`config.mk`:
```
export PLATFORM = sky130hd
export DESIGN_NAME = mod_step_counter
export DESIGN_NICKNAME = d
export VERILOG_FILES = /design/src/rtl/mod_counter_pkg.sv /design/src/rtl/mod_counter_prescaler.sv /design/src/rtl/mod_step_counter.sv
export SDC_FILE = /design/constraint.sdc
export NUM_CORES = 1
export LEC_CHECK = 0
export ABC_AREA = 1
export BUFFER_PORTS_ARGS = -buffer_cell sky130_fd_sc_hd__clkbuf_2
export CAP_MARGIN = 10
export CORE_ASPECT_RATIO = 1.2
export CORE_MARGIN = 5
export CORE_UTILIZATION = 35
export DETAILED_ROUTE_END_ITERATION = 12
export PLACE_DENSITY = 0.59
export RECOVER_POWER = 50
export SKIP_LAST_GASP = 1
export SYNTH_ARGS = -nofsm -noshare
export SYNTH_HDL_FRONTEND = slang
export SYNTH_SLANG_ARGS = --single-unit
```
`constraint.sdc`:
```
create_clock -name clk -period 6.1 [get_ports clk]
set_input_delay 0.305 -clock clk [delete_from_list [all_inputs] [get_ports clk]]
set_output_delay 0.305 -clock clk [all_outputs]
set_load 0.005 [all_outputs]
```
`src/rtl/mod_counter_pkg.sv`:
```
// Shared constants and the pure next-count function for the modulo step counter.
// The prescaler is enabled by defining MOD_COUNTER_PRESCALE_EN.
package mod_counter_pkg;

  localparam logic DIR_UP    = 1'b0;
  localparam logic DIR_DOWN  = 1'b1;
  localparam logic MODE_WRAP = 1'b0;
  localparam logic MODE_SAT  = 1'b1;

  // Operands are zero-extended to 32 bits; result is {evt, cnt_next}.
  // s must already be clamped to modulus-1 by the caller.
  function automatic logic [32:0] next_count(
    input logic [31:0] cnt,
    input logic [31:0] s,
    input logic        dir,
    input logic        sat,
    input logic [31:0] modulus
  );
    logic [32:0] sum;
    logic [31:0] nxt;
    logic        evt;
    sum = {1'b0, cnt} + {1'b0, s};
    nxt = cnt;
    evt = 1'b0;
    if (dir == DIR_UP) begin
      if (sum < {1'b0, modulus}) begin
        nxt = sum[31:0];
      end else begin
        evt = 1'b1;
        nxt = (sat == MODE_SAT) ? (modulus - 32'd1) : (sum[31:0] - modulus);
      end
    end else begin
      if (s <= cnt) begin
        nxt = cnt - s;
      end else begin
        evt = 1'b1;
        nxt = (sat == MODE_SAT) ? 32'd0 : (cnt + modulus - s);
      end
    end
    return {evt, nxt};
  endfunction

endpackage

```
`src/rtl/mod_counter_prescaler.sv`:
```
// Enable prescaler: tick is asserted on every PRESCALE-th cycle with en = 1.
// Only instantiated when MOD_COUNTER_PRESCALE_EN is defined.
module mod_counter_prescaler #(
  parameter int PRESCALE = 4
) (
  input  logic clk,
  input  logic reset,
  input  logic clr,
  input  logic en,
  output logic tick
);

  localparam int PW = $clog2(PRESCALE) + 1;

  logic [PW-1:0] count_reg;

  assign tick = en && (count_reg == PW'(PRESCALE - 1));

  always_ff @(posedge clk) begin
    if (reset || clr) begin
      count_reg <= '0;
    end else if (en) begin
      count_reg <= tick ? '0 : count_reg + PW'(1);
    end
  end

endmodule

```
`src/rtl/mod_step_counter.sv`:
```
// Modulo-N up/down counter with runtime step, load, wrap/saturate mode and event pulse.
// Define MOD_COUNTER_PRESCALE_EN to advance only on every PRESCALE-th enable.
module mod_step_counter
  import mod_counter_pkg::*;
#(
  parameter int MODULUS  = 10,
  parameter int STEP_W   = 4,
  parameter int PRESCALE = 4,
  localparam int CNT_W   = $clog2(MODULUS)
) (
  input  logic              clk,
  input  logic              reset,
  input  logic              en,
  input  logic              dir,
  input  logic              sat_mode,
  input  logic [STEP_W-1:0] step,
  input  logic              load,
  input  logic [CNT_W-1:0]  load_val,
  output logic [CNT_W-1:0]  cnt,
  output logic              evt,
  output logic              at_max,
  output logic              at_min
);

  localparam logic [31:0]      MAX_VAL = 32'(MODULUS - 1);
  localparam logic [CNT_W-1:0] MAX_CNT = CNT_W'(MODULUS - 1);

  logic [CNT_W-1:0] cnt_reg;
  logic             evt_reg;
  logic [31:0]      step_ext;
  logic [31:0]      s_clamped;
  logic [31:0]      load_ext;
  logic [CNT_W-1:0] load_clamped;
  logic [32:0]      step_result;
  logic             advance;
  logic             unused_bits;

  assign step_ext     = 32'(step);
  assign s_clamped    = (step_ext > MAX_VAL) ? MAX_VAL : step_ext;
  assign load_ext     = 32'(load_val);
  assign load_clamped = (load_ext > MAX_VAL) ? MAX_CNT : load_val;
  assign step_result  = next_count(32'(cnt_reg), s_clamped, dir, sat_mode, 32'(MODULUS));
  assign unused_bits  = ^step_result[31:CNT_W];

`ifdef MOD_COUNTER_PRESCALE_EN
  logic tick;

  mod_counter_prescaler #(
    .PRESCALE(PRESCALE)
  ) u_prescaler (
    .clk   (clk),
    .reset (reset),
    .clr   (load),
    .en    (en),
    .tick  (tick)
  );

  assign advance = tick;
`else
  localparam int unused_prescale = PRESCALE;
  assign advance = en;
`endif

  // Load outranks enable; an idle cycle always clears the event pulse.
  always_ff @(posedge clk) begin
    if (reset) begin
      cnt_reg <= '0;
      evt_reg <= 1'b0;
    end else if (load) begin
      cnt_reg <= load_clamped;
      evt_reg <= 1'b0;
    end else if (advance) begin
      cnt_reg <= step_result[CNT_W-1:0];
      evt_reg <= step_result[32];
    end else begin
      evt_reg <= 1'b0;
    end
  end

  assign cnt    = cnt_reg;
  assign evt    = evt_reg;
  assign at_max = (cnt_reg == MAX_CNT);
  assign at_min = (cnt_reg == '0);

endmodule
```
After elaboration in Yosys (flattened, before gate mapping)
Index checks and enable logic that the tools add are counted.
{"block": "word_totals", "regBits": 5, "inputBits": 14, "out_inout_bits": 7, "wordCells": 28}
{"block": "op_classes", "n_addsub": 5, "magnitude_cmp": 4, "n_eq_ne": 1, "mux": 12, "n_bitwise": 1, "reduce_logical": 3}
{"operator": "2-to-1 mux 4 bit", "count": 9}
{"operator": "> comparator 4 bit (second input constant)", "count": 2}
{"operator": "subtractor 4 bit", "count": 2}
{"operator": "adder 4 x 4 -> 5 bit", "count": 1}
{"operator": "< comparator 5 x 4 -> 1 bit (second input constant)", "count": 1}
{"operator": "adder 4 bit (second input constant)", "count": 1}
{"operator": "equality test 4 bit (second input constant)", "count": 1}
{"operator": "<= comparator 4 bit", "count": 1}
{"operator": "zero test 4 bit", "count": 1}
{"operator": "subtractor 4 bit (second input constant)", "count": 1}
{"operator": "2-to-1 mux 1 bit", "count": 3}
{"operator": "OR reduction 3 bit", "count": 1}
{"operator": "nonzero test 2 bit", "count": 1}
{"operator": "inverter 1 bit", "count": 1}

Longest topological paths before layout
{"block": "depth", "word_depth": 9, "ltp_mapped": 19, "depth_no_buf": 19}

Least setup slack after synthesis
No wires, ideal clock.
{"block": "synth_timing", "kind": "input port to flip-flop", "startpoint": "input step[1]", "endpoint": "register cnt_reg[1], in the netlist cnt[1]", "setup_ns": 0.122, "t_arrival_ns": 2.162, "required_time_ns": 5.978, "setup_slack_ns": 3.816, "path_stages": 17, "n_path_buf": 0, "path_cell_list": "inv_1 -> a21oi_1 -> or2_2 -> ha_1 -> inv_1 -> fa_1 -> nor2_1 -> nor2_1 -> inv_1 -> ha_1 -> inv_1 -> nand3_2 -> nand2_2 -> nand2_1 -> nand3_1 -> nand2_1 -> a21oi_2"}
{"block": "synth_between", "elab_chain_cells": 9, "elab_cells_between_ends": 15, "cone_classes": "add/sub (4); order compare (3); mux (8)"}
{"item": "start: declaration", "line": "mod_step_counter.sv:16", "text": "input logic [STEP_W-1:0] step,"}
{"item": "> comparator 4 bit", "line": "mod_step_counter.sv:39", "text": "assign s_clamped = (step_ext > MAX_VAL) ? MAX_VAL : step_ext;"}
{"item": "2-to-1 mux 4 bit *", "line": "mod_step_counter.sv:39"}
{"item": "adder 4 x 4 -> 5 bit", "line": "mod_counter_pkg.sv:22", "text": "sum = {1'b0, cnt} + {1'b0, s};"}
{"item": "subtractor 4 bit", "line": "mod_counter_pkg.sv:30", "text": "nxt = (sat == MODE_SAT) ? (modulus - 32'd1) : (sum[31:0] - modulus);"}
{"item": "2-to-1 mux 4 bit", "line": "mod_counter_pkg.sv:30"}
{"item": "2-to-1 mux 4 bit", "line": "mod_counter_pkg.sv:26", "text": "if (sum < {1'b0, modulus}) begin"}
{"item": "2-to-1 mux 4 bit *", "line": "mod_counter_pkg.sv:25", "text": "if (dir == DIR_UP) begin"}
{"item": "2-to-1 mux 4 bit *", "line": "mod_step_counter.sv:72", "text": "end else if (advance) begin"}
{"item": "2-to-1 mux 4 bit *", "line": "mod_step_counter.sv:69", "text": "end else if (load) begin"}
{"item": "end signal: assignment", "line": "mod_step_counter.sv:70", "text": "cnt_reg <= load_clamped;"}
{"item": "end signal: assignment", "line": "mod_step_counter.sv:73", "text": "cnt_reg <= step_result[CNT_W-1:0];"}
{"item": "end: declaration", "line": "mod_step_counter.sv:28", "text": "logic [CNT_W-1:0] cnt_reg;"}
Mark *: on every way between the ends. The rest lies on a longest branch, timed or not. The select of a mux whose other input is x is not followed.
A chain may end at the register's enable or synchronous reset.

Worst setup path after layout
{"block": "layout_timing", "startpoint": "input step[3]", "endpoint": "register cnt_reg[2], in the netlist cnt[2]"}
Same word-level chain as after synthesis.

==> impl_metrics.toml <==
[status]
outcome = "completed"

[timing]
finalCriticalPeriod_ps = 2420
finalHoldWorstSlack_ps = 354
timing.slew.headroom_pct = 77.4
clock-skew-final_ps = 3.51
fin_crit_sh_pct = 39.6
tns_ps = 0
tightestPinTransition_ps = 338
fmax_mhz = 414
report.final.slew_viol_count = 0
rsz0062_at_grt = "false"
report.final.hold_viol_count = 0
setup_viol = 0

[clock_network]
buffer_depth_of_the_longest_clock_path = 2
cts_htree_levels = 1
cts-resized-gates = 0
number_of_buffers_created_by_cts = 3
post_cts.repair.setup_buffers = 0
clk_pin_slew_worst_paths_ps = 40
cts.root.buffer_cell = "sky130_fd_sc_hd__clkbuf_4"
clock-sinks = 5
clock_tree_from_tritoncts = "done"
insertion_delay_ps = 240
post_cts_hold_buffer_count = 0

[detailed_routing]
wl_per_instance_um = 10.7
number_of_nets_with_antenna_violations_after_detailed_routing = 0
first_pass_detailed_route_iteration_total = 4
drt-initial-drc-count = 15
dr_total_vias = 915
postRouteWirelength_um = 2110
route.detailed.vias_per_inst = 4.67
drt_drc_violations_left = 0

[global_route]
grt_start_max_net_pins = 8
track_usage_pct = 12.8
grt-ovfl-total = 0
wire_length_of_the_first_global_routing_pass_um = 3870
grt_pass1_vias = 946
number_of_antenna_violations_at_the_first_check_in_global_routing = 0

[yosys]
synth_cell_type_count = 25
synth_area_per_cell_um2 = 6.39
synth_largest_area_cell = "sky130_fd_sc_hd__ha_1"
syn_area_um2 = 895
synth_fp_nets = 169
syn_inst = 140
ys_top_cells_by_area = "sky130_fd_sc_hd__ha_1 (15%), sky130_fd_sc_hd__inv_1 (13%), sky130_fd_sc_hd__nand2_1 (13%)"
synth.yosys.warnings = 0
synth_seq_cells = 5
synth_largest_type_area_fraction_pct = 15.4
seq_area_frac_synth_pct = 11.2

[power]
static-leakage-power_uw = 0.000597
power.density_cell_area_nw_per_um2 = 183
power.ir.vdd_worst_uv = 101

[floorplan]
io_pins = 21
core_region_area_um2 = 2500
die-height_um = 65.4
die_x_um = 56.2
row_count = 20
die_area_um2 = 3670
floorplan.initialDensity_pct = 35.8

[run]
drv_cap = 0

[setup_path]
critPathCaptureType = "flip-flop"
critical_path_class = "in -> reg"
start_kind = "input pin"
crit_fanout = 4
critical_path_arrival_ps = 2550
r2r.worst_path.cells = 11
required_ps = 6230

[worst_hold_path]
min_delay_path_depth = 3
min-delay-path-class = "in -> reg"

[finish]
syn_to_final_growth_pct = 17.8
layout.cells.most_common = "sky130_fd_sc_hd__inv_1"
layout.cells.most_common_list = "sky130_fd_sc_hd__inv_1 (32), sky130_fd_sc_hd__nand2_1 (31), sky130_fd_sc_hd__clkbuf_2 (16)"
largest_register_ff_count = 4
share_of_final_layout_standard_cells_stronger_than_drive_strength_1_pct = 19.6
fin_nets = 193
post-route-util_pct = 42.1
n_antenna_cell = 0

[placement]
routabilityCongestion = 0.833
port_buffers = 20
dp.final_hpwl_um = 1830
per-layer routing:
layer  global-route usage (%)  routed length, um  vias to the layer above  share of wire, %
met1                     14.9                972                      412                46
met3                     2.75                 48                        4               2.3
met4                     4.15                 20                        0              0.95
met2                     23.1               1060                       17                51
met5                        0                  0                        -                 0
li1                         -                  -                      482                 -
synth_stat cells, drive strengths merged:
cell / instances
a211oi: 1
a21oi: 7
a31oi: 1
clkbuf: 1
dfxtp: 5
fa: 4
ha: 11
inv: 34
nand2: 34
nand3: 15
nand4: 1
nor2: 10
nor3: 2
nor4: 2
o21ai: 6
o21bai: 2
o22ai: 1
or2: 1
xnor2: 1
xor2: 1
cell families (layout without fill, tap and decap cells):
kind of cell / Yosys count / in the layout / share of synthesized area, %
and+or+nand+nor: 65 / 65 / 32.7
buffers and inverters: 35 / 58 / 14.7
AOI/OAI and AO/OA: 18 / 18 / 15.1
adders and majority gates: 15 / 15 / 24.3
DFF: 5 / 5 / 11.2
xor gates and xnor gates: 2 / 2 / 1.96
stage by stage:
step,power (uW),worst slack [ps],instances,cell area [um2]
2_1_floorplan,126,3820,140,895
3_3_place_gp,155,3520,192,1030
3_5_place_dp,155,3440,192,1030
4_1_cts,196,3710,196,1060
5_1_grt,216,3440,196,1050
6_report,192,3680,196,1050
final cells by class:
cell class,instances,area [um2]
Clock buffer,4,26.3
Fill cell,275,1450
Inverter,34,128
Multi-Input combinational cell,100,663
Sequential cell,5,100
Tap cell,33,41.3
Timing Repair Buffer,20,95.1
report_power, final:
| part | internal [uW] | total (uW) | leakage (uW) | switching (uW) |
|---|---|---|---|---|
| registers | 35.9 | 40.7 | 0.0000413 | 4.87 |
| clock network | 24.7 | 38.2 | 0.0000150 | 13.5 |
| logic | 44.9 | 114 | 0.000541 | 68.6 |
| total | 106 | 192 | 0.000597 | 86.9 |
critical path, cell delays in order:
cell and delay (ps):
sky130_fd_sc_hd__clkbuf_2 100, sky130_fd_sc_hd__inv_1 70, sky130_fd_sc_hd__a21oi_1 200, sky130_fd_sc_hd__or2_2 170
sky130_fd_sc_hd__ha_1 180, sky130_fd_sc_hd__inv_1 70, sky130_fd_sc_hd__fa_1 380, sky130_fd_sc_hd__nor2_1 230
sky130_fd_sc_hd__nor2_1 100, sky130_fd_sc_hd__inv_1 60, sky130_fd_sc_hd__ha_1 160, sky130_fd_sc_hd__inv_1 50
sky130_fd_sc_hd__nand3_2 100, sky130_fd_sc_hd__nand2_2 80, sky130_fd_sc_hd__nand2_1 70, sky130_fd_sc_hd__nand3_1 60
sky130_fd_sc_hd__nand2_1 100, sky130_fd_sc_hd__a21oi_2 50
path summary, 6_finish.rpt:
check / slack (ps) / from / endpoint
worst min register to register: 660 / cnt[0] / cnt[0]
worst min-delay path: 350 / en / evt
worst max-delay path: 3680 / step[3] / cnt[2]
worst max register to register: 3770 / cnt[1] / cnt[2]
Note: power is estimated with default switching activity, not from simulation.
